<file path="src/rtl/aibcr3_dcc_dlyline_ctrl_if.sv">
// Request/scan/decode bundle for the DCC delay-line controller.
// The master side is the requester/tester; the slave side is the controller.
interface aibcr3_dcc_dlyline_ctrl_if #(
  parameter int unsigned CRS_BITS  = 8,
  parameter int unsigned FINE_BITS = 3
);
  localparam int unsigned W = CRS_BITS + FINE_BITS;

  logic                     upd_req;
  logic [W-1:0]             tgt_code;
  logic                     slew_en;
  logic                     SE;
  logic                     SI;
  logic                     SO;
  logic                     busy;
  logic                     done;
  logic [W-1:0]             cur_code;
  logic [FINE_BITS-1:0]     gry;
  logic [2**CRS_BITS-1:0]   crs_therm;

  modport master (
    output upd_req, tgt_code, slew_en, SE, SI,
    input  SO, busy, done, cur_code, gry, crs_therm
  );

  modport slave (
    input  upd_req, tgt_code, slew_en, SE, SI,
    output SO, busy, done, cur_code, gry, crs_therm
  );
endinterface

</file>
<file path="src/rtl/aibcr3_dcc_dlyline_ctrl.sv">
// DCC coarse delay line + fine interpolator controller: slews the applied code
// toward a requested target with settle gaps, and exposes the code on a scan chain.
module aibcr3_dcc_dlyline_ctrl #(
  parameter int unsigned CRS_BITS   = 8,
  parameter int unsigned FINE_BITS  = 3,
  parameter int unsigned STEP_SIZE  = 1,
  parameter int unsigned SETTLE_CYC = 4,
  parameter int unsigned RST_CODE   = 0
) (
  input logic CLK,
  input logic RST,
  aibcr3_dcc_dlyline_ctrl_if.slave bus
);
  localparam int unsigned W     = CRS_BITS + FINE_BITS;
  localparam int unsigned NCRS  = 2**CRS_BITS;
  localparam int unsigned CNT_W = $clog2(SETTLE_CYC + 1);

  typedef enum logic [1:0] {IDLE, STEP, SETTLE} state_t;

  state_t           state, state_nxt;
  logic [W-1:0]     cur, cur_nxt;
  logic [W-1:0]     tgt_q, tgt_nxt;
  logic             mode_q, mode_nxt;
  logic [CNT_W-1:0] cnt, cnt_nxt;
  logic             busy_q, busy_nxt;
  logic             done_q, done_nxt;

  logic             up;
  logic [W-1:0]     diff;
  logic [W-1:0]     delta;

  // Step magnitude is clamped to the remaining distance so a slew never overshoots.
  always_comb begin
    up    = (tgt_q > cur);
    diff  = up ? (tgt_q - cur) : (cur - tgt_q);
    delta = diff;
    if (mode_q && (32'(diff) > STEP_SIZE))
      delta = W'(STEP_SIZE);
  end

  always_comb begin
    state_nxt = state;
    cur_nxt   = cur;
    tgt_nxt   = tgt_q;
    mode_nxt  = mode_q;
    cnt_nxt   = cnt;
    busy_nxt  = busy_q;
    done_nxt  = 1'b0;

    if (bus.SE) begin
      cur_nxt   = {bus.SI, cur[W-1:1]};
      state_nxt = IDLE;
      busy_nxt  = 1'b0;
      cnt_nxt   = '0;
    end else begin
      unique case (state)
        IDLE: begin
          if (bus.upd_req) begin
            tgt_nxt   = bus.tgt_code;
            mode_nxt  = bus.slew_en;
            state_nxt = STEP;
            busy_nxt  = 1'b1;
          end
        end
        STEP: begin
          if (cur == tgt_q) begin
            state_nxt = IDLE;
            busy_nxt  = 1'b0;
            done_nxt  = 1'b1;
          end else begin
            cur_nxt   = up ? (cur + delta) : (cur - delta);
            state_nxt = SETTLE;
            cnt_nxt   = CNT_W'(SETTLE_CYC - 1);
          end
        end
        SETTLE: begin
          if (cnt == '0) state_nxt = STEP;
          else           cnt_nxt   = cnt - 1'b1;
        end
        default: state_nxt = IDLE;
      endcase
    end
  end

  always_ff @(posedge CLK) begin
    if (RST) begin
      state  <= IDLE;
      cur    <= W'(RST_CODE);
      tgt_q  <= W'(RST_CODE);
      mode_q <= 1'b0;
      cnt    <= '0;
      busy_q <= 1'b0;
      done_q <= 1'b0;
    end else begin
      state  <= state_nxt;
      cur    <= cur_nxt;
      tgt_q  <= tgt_nxt;
      mode_q <= mode_nxt;
      cnt    <= cnt_nxt;
      busy_q <= busy_nxt;
      done_q <= done_nxt;
    end
  end

  logic [CRS_BITS-1:0]  crs;
  logic [FINE_BITS-1:0] fine;
  logic [NCRS-1:0]      therm;

  assign crs  = cur[W-1:FINE_BITS];
  assign fine = cur[FINE_BITS-1:0];

  always_comb begin
    therm = '0;
    for (int unsigned i = 0; i < NCRS; i++)
      therm[i] = (i < 32'(crs));
  end

  assign bus.cur_code  = cur;
  assign bus.gry       = fine ^ (fine >> 1);
  assign bus.crs_therm = therm;
  assign bus.SO        = cur[0];
  assign bus.busy      = busy_q;
  assign bus.done      = done_q;
endmodule
</file>
<file path="src/flat_wrapper.sv">
// flat-port wrapper written by rule: the top's interface ports become plain ports
module aibcr3_dcc_dlyline_ctrl_flat 
#(
  parameter int unsigned CRS_BITS   = 8,
  parameter int unsigned FINE_BITS  = 3,
  parameter int unsigned STEP_SIZE  = 1,
  parameter int unsigned SETTLE_CYC = 4,
  parameter int unsigned RST_CODE   = 0
)
  (CLK, RST, bus_upd_req, bus_tgt_code, bus_slew_en, bus_SE, bus_SI, bus_SO, bus_busy, bus_done, bus_cur_code, bus_gry, bus_crs_therm);
  aibcr3_dcc_dlyline_ctrl_if #(.CRS_BITS(CRS_BITS), .FINE_BITS(FINE_BITS)) bus_i ();
  input logic CLK;
  input logic RST;
  input wire logic [$bits(bus_i.upd_req)-1:0] bus_upd_req;
  input wire logic [$bits(bus_i.tgt_code)-1:0] bus_tgt_code;
  input wire logic [$bits(bus_i.slew_en)-1:0] bus_slew_en;
  input wire logic [$bits(bus_i.SE)-1:0] bus_SE;
  input wire logic [$bits(bus_i.SI)-1:0] bus_SI;
  output wire logic [$bits(bus_i.SO)-1:0] bus_SO;
  output wire logic [$bits(bus_i.busy)-1:0] bus_busy;
  output wire logic [$bits(bus_i.done)-1:0] bus_done;
  output wire logic [$bits(bus_i.cur_code)-1:0] bus_cur_code;
  output wire logic [$bits(bus_i.gry)-1:0] bus_gry;
  output wire logic [$bits(bus_i.crs_therm)-1:0] bus_crs_therm;
  assign bus_i.upd_req = bus_upd_req;
  assign bus_i.tgt_code = bus_tgt_code;
  assign bus_i.slew_en = bus_slew_en;
  assign bus_i.SE = bus_SE;
  assign bus_i.SI = bus_SI;
  assign bus_SO = bus_i.SO;
  assign bus_busy = bus_i.busy;
  assign bus_done = bus_i.done;
  assign bus_cur_code = bus_i.cur_code;
  assign bus_gry = bus_i.gry;
  assign bus_crs_therm = bus_i.crs_therm;
  aibcr3_dcc_dlyline_ctrl #(.CRS_BITS(CRS_BITS), .FINE_BITS(FINE_BITS), .STEP_SIZE(STEP_SIZE), .SETTLE_CYC(SETTLE_CYC), .RST_CODE(RST_CODE)) u_core (.CLK(CLK), .RST(RST), .bus(bus_i));
endmodule
</file>
<file path="config.mk">
export PLATFORM = sky130hd
export DESIGN_NAME = aibcr3_dcc_dlyline_ctrl_flat
export DESIGN_NICKNAME = d
export VERILOG_FILES = /design/src/rtl/aibcr3_dcc_dlyline_ctrl_if.sv /design/src/rtl/aibcr3_dcc_dlyline_ctrl.sv /design/src/flat_wrapper.sv
export SDC_FILE = /design/constraint.sdc
export NUM_CORES = 1
export LEC_CHECK = 0
export CORE_ASPECT_RATIO = 1.75
export CORE_MARGIN = 2
export CORE_UTILIZATION = 25
export DETAILED_ROUTE_END_ITERATION = 10
export GPL_ROUTABILITY_DRIVEN = 0
export PLACE_DENSITY_LB_ADDON = 0.1
export SLEW_MARGIN = 20
export SYNTH_ARGS = -nofsm -noshare
export SYNTH_HDL_FRONTEND = slang
export SYNTH_SLANG_ARGS = --single-unit
</file>
<file path="constraint.sdc">
create_clock -name CLK -period 7.6 [get_ports CLK]
set_input_delay 1.52 -clock CLK [delete_from_list [all_inputs] [get_ports CLK]]
set_output_delay 1.52 -clock CLK [all_outputs]
set_load 0.05 [all_outputs]
</file>
# Word-level counts from Yosys, hierarchy flattened
# Cells that the tools add are included.
word_totals:
  inputBits: 17
  out_inout_bits: 273
  wordCells: 311
  reg_bits: 30
op_classes:
  n_addsub: 5
  reduce_logical: 13
  muxes: 17
  n_eq_ne: 9
  bitwise_logic: 3
  magnitude_cmp: 257
op_table:
  columns: ["operator", "n"]
  rows:
  - ["$lt A8 B8 Y1 const A", 127]
  - ["$lt A7 B8 Y1 const A", 64]
  - ["$lt A6 B8 Y1 const A", 32]
  - ["$lt A5 B8 Y1 const A", 16]
  - ["$mux W11", 6]
  - ["$lt A4 B8 Y1 const A", 8]
  - ["$sub A11 B11 Y11", 3]
  - ["$lt A3 B8 Y1 const A", 4]
  - ["$lt A1 B8 Y1 const A", 2]
  - ["$lt A2 B8 Y1 const A", 2]
  - ["$add A11 B11 Y11", 1]
  - ["$eq A11 B11 Y1", 1]
  - ["$gt A11 B1 Y1 const B", 1]
  - ["$gt A11 B11 Y1", 1]
  - ["$reduce_and A3 Y1", 3]
  - ["$ne A2 B2 Y1 const B", 4]
  - ["$mux W2", 3]
  - ["$mux W3", 2]
  - ["$pmux W2 S3", 1]
  - ["$pmux W3 S2", 1]
  - ["$reduce_bool A2 Y1", 3]
  - ["$ne A2 B1 Y1 const B", 2]
  - ["$reduce_and A2 Y1", 2]
  - ["$logic_not A3 Y1", 1]
  - ["other kinds (11)", 14]

# Depth between registers and ports, before layout
logic_depth:
  word_depth: 10
  ltp_mapped: 32
  ltp_nobuf: 29

# Worst setup path after synthesis
# Ideal clock, no wire load.
synth_timing:
  kind: "register to register"
  start: "register u_core.cur[10], in the netlist u_core.bus.cur_code[10]"
  end: "register u_core.cur[10], in the netlist u_core.bus.cur_code[10]"
  arrival_ns: 6.070
  path_buffers: 3
  synth_period_minus_slack_ns: 6.141
  setup_time_ns: 0.071
  required_time_ns: 7.529
  stages_incl_launch_ff: 30
  path_slack_ns: 1.459
  path_cell_list: "dfxtp_1 > clkbuf_1 > clkinv_1 > clkbuf_1 > ha_1 > nand4_1 > nor3_4 > a21o_1 > buf_6 > mux2i_1 > xnor2_2 > nand4_2 > o31ai_4 > nand2_1 > inv_1 > ha_1 > nor2_1 > xnor2_1 > ha_1 > a21o_1 > a21oi_1 > o21ai_0 > a21oi_1 > o21ai_0 > a31oi_1 > xnor2_1 > xnor2_1 > nor3b_1 > mux2i_1 > a21oi_1"
synth_via:
  elab_chain_len: 10
  elab_cells_between_ends: 16
  classes_between: "4 x add/sub; 2 x order compare; 2 x eq/ne; 6 x mux; 2 x reduce/logical"
synth_lines:
  columns: ["item", "line", "rtl"]
  rows:
  - ["from (decl)", "aibcr3_dcc_dlyline_ctrl.sv:21", "logic [W-1:0] cur, cur_nxt;"]
  - ["from (signal assigned)", "aibcr3_dcc_dlyline_ctrl.sv:88", "cur <= W'(RST_CODE);"]
  - ["from (signal assigned)", "aibcr3_dcc_dlyline_ctrl.sv:96", "cur <= cur_nxt;"]
  - ["$sub A11 B11 Y11 or $gt A11 B11 Y1 (tied branches)", "aibcr3_dcc_dlyline_ctrl.sv:35, aibcr3_dcc_dlyline_ctrl.sv:34", null]
  - ["$mux W11", "aibcr3_dcc_dlyline_ctrl.sv:35", "diff = up ? (tgt_q - cur) : (cur - tgt_q);"]
  - ["$gt A11 B1 Y1", "aibcr3_dcc_dlyline_ctrl.sv:37", "if (mode_q && (32'(diff) > STEP_SIZE))"]
  - ["$logic_and A1 B1 Y1", "aibcr3_dcc_dlyline_ctrl.sv:37", null]
  - ["$mux W11", "aibcr3_dcc_dlyline_ctrl.sv:37", null]
  - ["$sub A11 B11 Y11 or $add A11 B11 Y11 (tied branches)", "aibcr3_dcc_dlyline_ctrl.sv:71", "cur_nxt = up ? (cur + delta) : (cur - delta);"]
  - ["$mux W11", "aibcr3_dcc_dlyline_ctrl.sv:71", null]
  - ["$mux W11", "aibcr3_dcc_dlyline_ctrl.sv:66", "if (cur == tgt_q) begin"]
  - ["$mux W11", "aibcr3_dcc_dlyline_ctrl.sv:56", "unique case (state)"]
  - ["$mux W11", "aibcr3_dcc_dlyline_ctrl.sv:50", "if (bus.SE) begin"]
# Parallel ways exist; a longest one is shown, timed or not. The select of a mux whose other input is x is not followed.
# A chain may end at the register's enable or synchronous reset.

# Worst setup path in the final report
layout_timing:
  start: "register u_core.cur[3], in the netlist u_core.bus.cur_code[3]"
  end: "register u_core.cur[9], in the netlist u_core.bus.cur_code[9]"
# The elaborated chain is that of the path after synthesis.

==> summary.md <==
| Metric | Value |
|---|---|
| Run status | finished with violations |
| Failing checks | design-rule violations |
| Crit path launch type | flop |
| Worst Tran Pin Value | 1.156 ns |
| Routed WL | 31880 um |
| Syn Inst Count | 870 |
| Ys async rst share | 0% |
| Post-CTS setup buffer count | 0 |
| Synthesis-stage register bit count | 30 |
| Die Y | 195.0 um |
| Max Root-Sink Buffers | 2 |
| Gate power share | 81.6% |
| H-tree depth | 2 |
| Core Area | 20370 sq um |
| Fill cells | 2216 |
| FF-to-FF Start | u_core.bus.cur_code[3] |
| Row Count | 69 |
| Design area | 8443 sq um |
| Crit path max fanout | 17 |
| Storage element area | 600.6 sq um |
| Vias in the first global route | 7443 |
| First-pass DRT Iterations | 8 |
| Post-synthesis mux area share | 1.585% |
| Total GRT Usage | 27.70% |
| Dominant cells by area after synthesis | a21oi_1 (17%), dfxtp_1 (12%), ha_1 (9.1%) |
| Syn Nets | 928 |
| Post-CTS sizing | 0 |
| EDFF count, synth | 0 |
| Worst setup path category | flop to flop |
| Synth Warn # | 0 |
| Pint | 0.0008248 W |
| Seq pwr share | 8.4% |
| XOR/XNOR Fraction of Synth Area | 3.649% |
| Post-synth top cells | a21oi_1 (173), nand2_1 (115), nor2_1 (112) |
| WL/cell | 23.44 um |
| Period minus WS final | 6.800 ns |
| Power Dens Cells | 248.0 nW/um^2 |
| Hold path start | u_core.cnt[0] |
| Reg2reg path depth | 25 |
| Drt initial violations | 418 |
| Util after Layout | 41.44% |
| PnR Total Power | 0.002094 W |
| DRC Markers | 4 |
| Worst Hold Class | flop to flop |
| P_sw | 0.001269 W |
| Syn avg cell area | 5.990 sq um |
| Synth Cell Area | 5211 sq um |
| Most frequent cell after synthesis | a21oi_1 |
| Worst-path clk slew | 0.06 ns |
| Initial antenna violation count | 0 |
| Hold Path Sink | u_core.cnt[0] |
| IO Pins | 290 |
| RSZ-0062 raised after global routing | no |
| Hold Path Cell Cnt | 1 |
| Pin count of the biggest net entering global routing | 43 |
| Worst Path Arrival | 6.95 ns |
| Post-synthesis compound-gate area fraction | 37.48% |
| Die Width | 113.1 um |
| TritonCTS clock tree | yes |
| Multi-input gate area in the final layout | 4119 sq um |
| FF-to-FF setup slack | 0.80 ns |
| First-pass GRT wire length | 47060 um |
| Seq/Total Area, Yosys | 11.52% |
| Yosys top cell by area | a21oi_1 |
| Hold buffer count at CTS | 0 |
| Critical Path RT | 7.75 ns |
| Slew margin rel. | 22.44% |
| Main combinational cell family by area after synthesis | compound AO/OA/AOI/OAI gates |
| Leakage | 3.355 nW |
| R2R Path End | u_core.bus.cur_code[9] |
| Worst stage delay on the critical path | 0.56 ns |
| WHS | 0.4651 ns |
| Post-DP HPWL | 24650 um |
| Port Buffers | 288 |
| Fin. max-slew vios | 0 |
| Routed Antenna Nets | 0 |
| CTS sink cnt | 30 |
| Placed Area | 8283 sq um |
| Overflow after GRT | 0 |
| Worst Skew | 0.005501 ns |
| Post-DR vias/cell | 5.394 |
| Post-synthesis simple-gate area fraction | 25.28% |
| Sw Ratio | 60.60% |
| Max VDD drop | 0.1149 mV |
| Layout cells sized above 1 | 5.486% |
| Share of the synthesized area in the top cell type | 16.61% |
| Synth Flop Type | dfxtp_1 |
| Antenna cells | 0 |
| Clk_lat worst skew | 0.28 ns |
| Initial core utilization | 25.58% |
| Nets | 1169 |
| Synth unique cells | 68 |
| Die ar. | 22060 sq um |
| Root Driver | clkbuf_16 |
| Fin. Hold Viols | 0 |
| Final Cycle Share | 89.48% |
| Crit. End Element | flop |
| Cell mode on critical path | o21ai_0 |
| Final setup viols | 0 |
| Slowest-stage cell, CP | a21o_1 |
| Sum Neg Setup Slack | 0 ns |
| Cts bufs inserted | 5 |
| F_max | 147.1 MHz |
| Max-cap violations | 0 |
| Via Count | 7336 |
| Clock power share | 10.0% |
| Adder-Cell Fraction of Synth Area | 10.28% |
| Area delta synth->final | 62.02% |
==> per-layer routing <==
layer  global-route usage, %  up-vias  wire length, um
li1                        -     3475                -
met1                   29.25     3474            11390
met2                   54.20      332            17430
met3                   4.314       55             1926
met4                   9.485        0             1136
met5                       0        -                0
==> critical path, delay by kind of cell, from the launching register on <==
kind / cells / cell delay, ns
xor gates and xnor gates: 1 / 0.22
adders and majority gates: 3 / 1.04
muxes: 2 / 0.62
DFF: 1 / 0.33
AOI/OAI and AO/OA: 10 / 2.62
buffers and inverters: 2 / 0.31
and+or+nand+nor: 7 / 1.54
==> power groups by stage <==
stage               combinational (W)  clock, W  sequential [W]
floorplan                     0.00115         0        0.000198
global route                  0.00180  0.000220        0.000178
detailed placement            0.00169         0        0.000180
CTS                           0.00170  0.000214        0.000177
finish                        0.00171  0.000209        0.000177
global placement              0.00170         0        0.000180
==> state kept, by name (all words and copies together) (netlist names) <==
name                 count
u_core.bus.done          1
u_core.bus.busy          1
u_core.cnt               3
u_core.mode_q            1
u_core.state             2
u_core.tgt_q            11
u_core.bus.cur_code     11
==> how the worst max path moves through the flow <==
stage | from | endpoint | slack, ns | cells after the start
6_report | u_core.bus.cur_code[3] | u_core.bus.cur_code[9] | 0.80 | 25
5_1_grt | u_core.bus.cur_code[1] | u_core.bus.cur_code[9] | 0.18 | 25
4_1_cts | u_core.bus.cur_code[1] | u_core.bus.cur_code[9] | 0.80 | 25
3_5_place_dp | u_core.bus.cur_code[1] | u_core.bus.cur_code[9] | 0.83 | 25
3_3_place_gp | u_core.bus.cur_code[1] | u_core.bus.cur_code[9] | 1.05 | 25
2_1_floorplan | u_core.bus.cur_code[10] | u_core.bus.cur_code[10] | 1.46 | 29
==> final cells by class <==
cell class / count / share of cell area, %
multi-input combinational: 709 / 48.78
inverter: 53 / 2.356
timing repair buffer: 312 / 36.28
tap: 248 / 3.675
sequential: 30 / 7.113
clock buffer: 6 / 1.645
clock inverter: 2 / 0.1482
==> placed cells by master, fill, tap and decap left out, types with 10 or more instances in the layout <==
cell / n
clkdlybuf4s50_1: 288
a21oi_1: 171
nand2_1: 115
nor2_1: 109
o21ai_0: 74
inv_1: 48
ha_1: 38
dfxtp_1: 30
buf_4: 24
a211oi_1: 17
nand3_1: 16
nor3_1: 16
xnor2_1: 10
a31oi_1: 10
==> stage by stage <==
stage	setup slack [ns]	cells
floorplan	1.459	870
global placement	1.053	1352
CTS	0.8025	1360
global route	0.1819	1360
finish	0.7997	1360
detailed placement	0.8312	1352
==> kinds of logic (layout without fill, tap and decap cells) <==
kind of cell	after synthesis	after routing
AO/OA/AOI/OAI	337	337
adder cells (fa/ha/maj)	41	41
AND/OR/NAND/NOR	303	303
multiplexers	7	7
buffers and inverters	131	373
other	1	1
flip-flops	30	30
XOR/XNOR	20	20
Note: power is estimated with default switching activity, not from simulation.
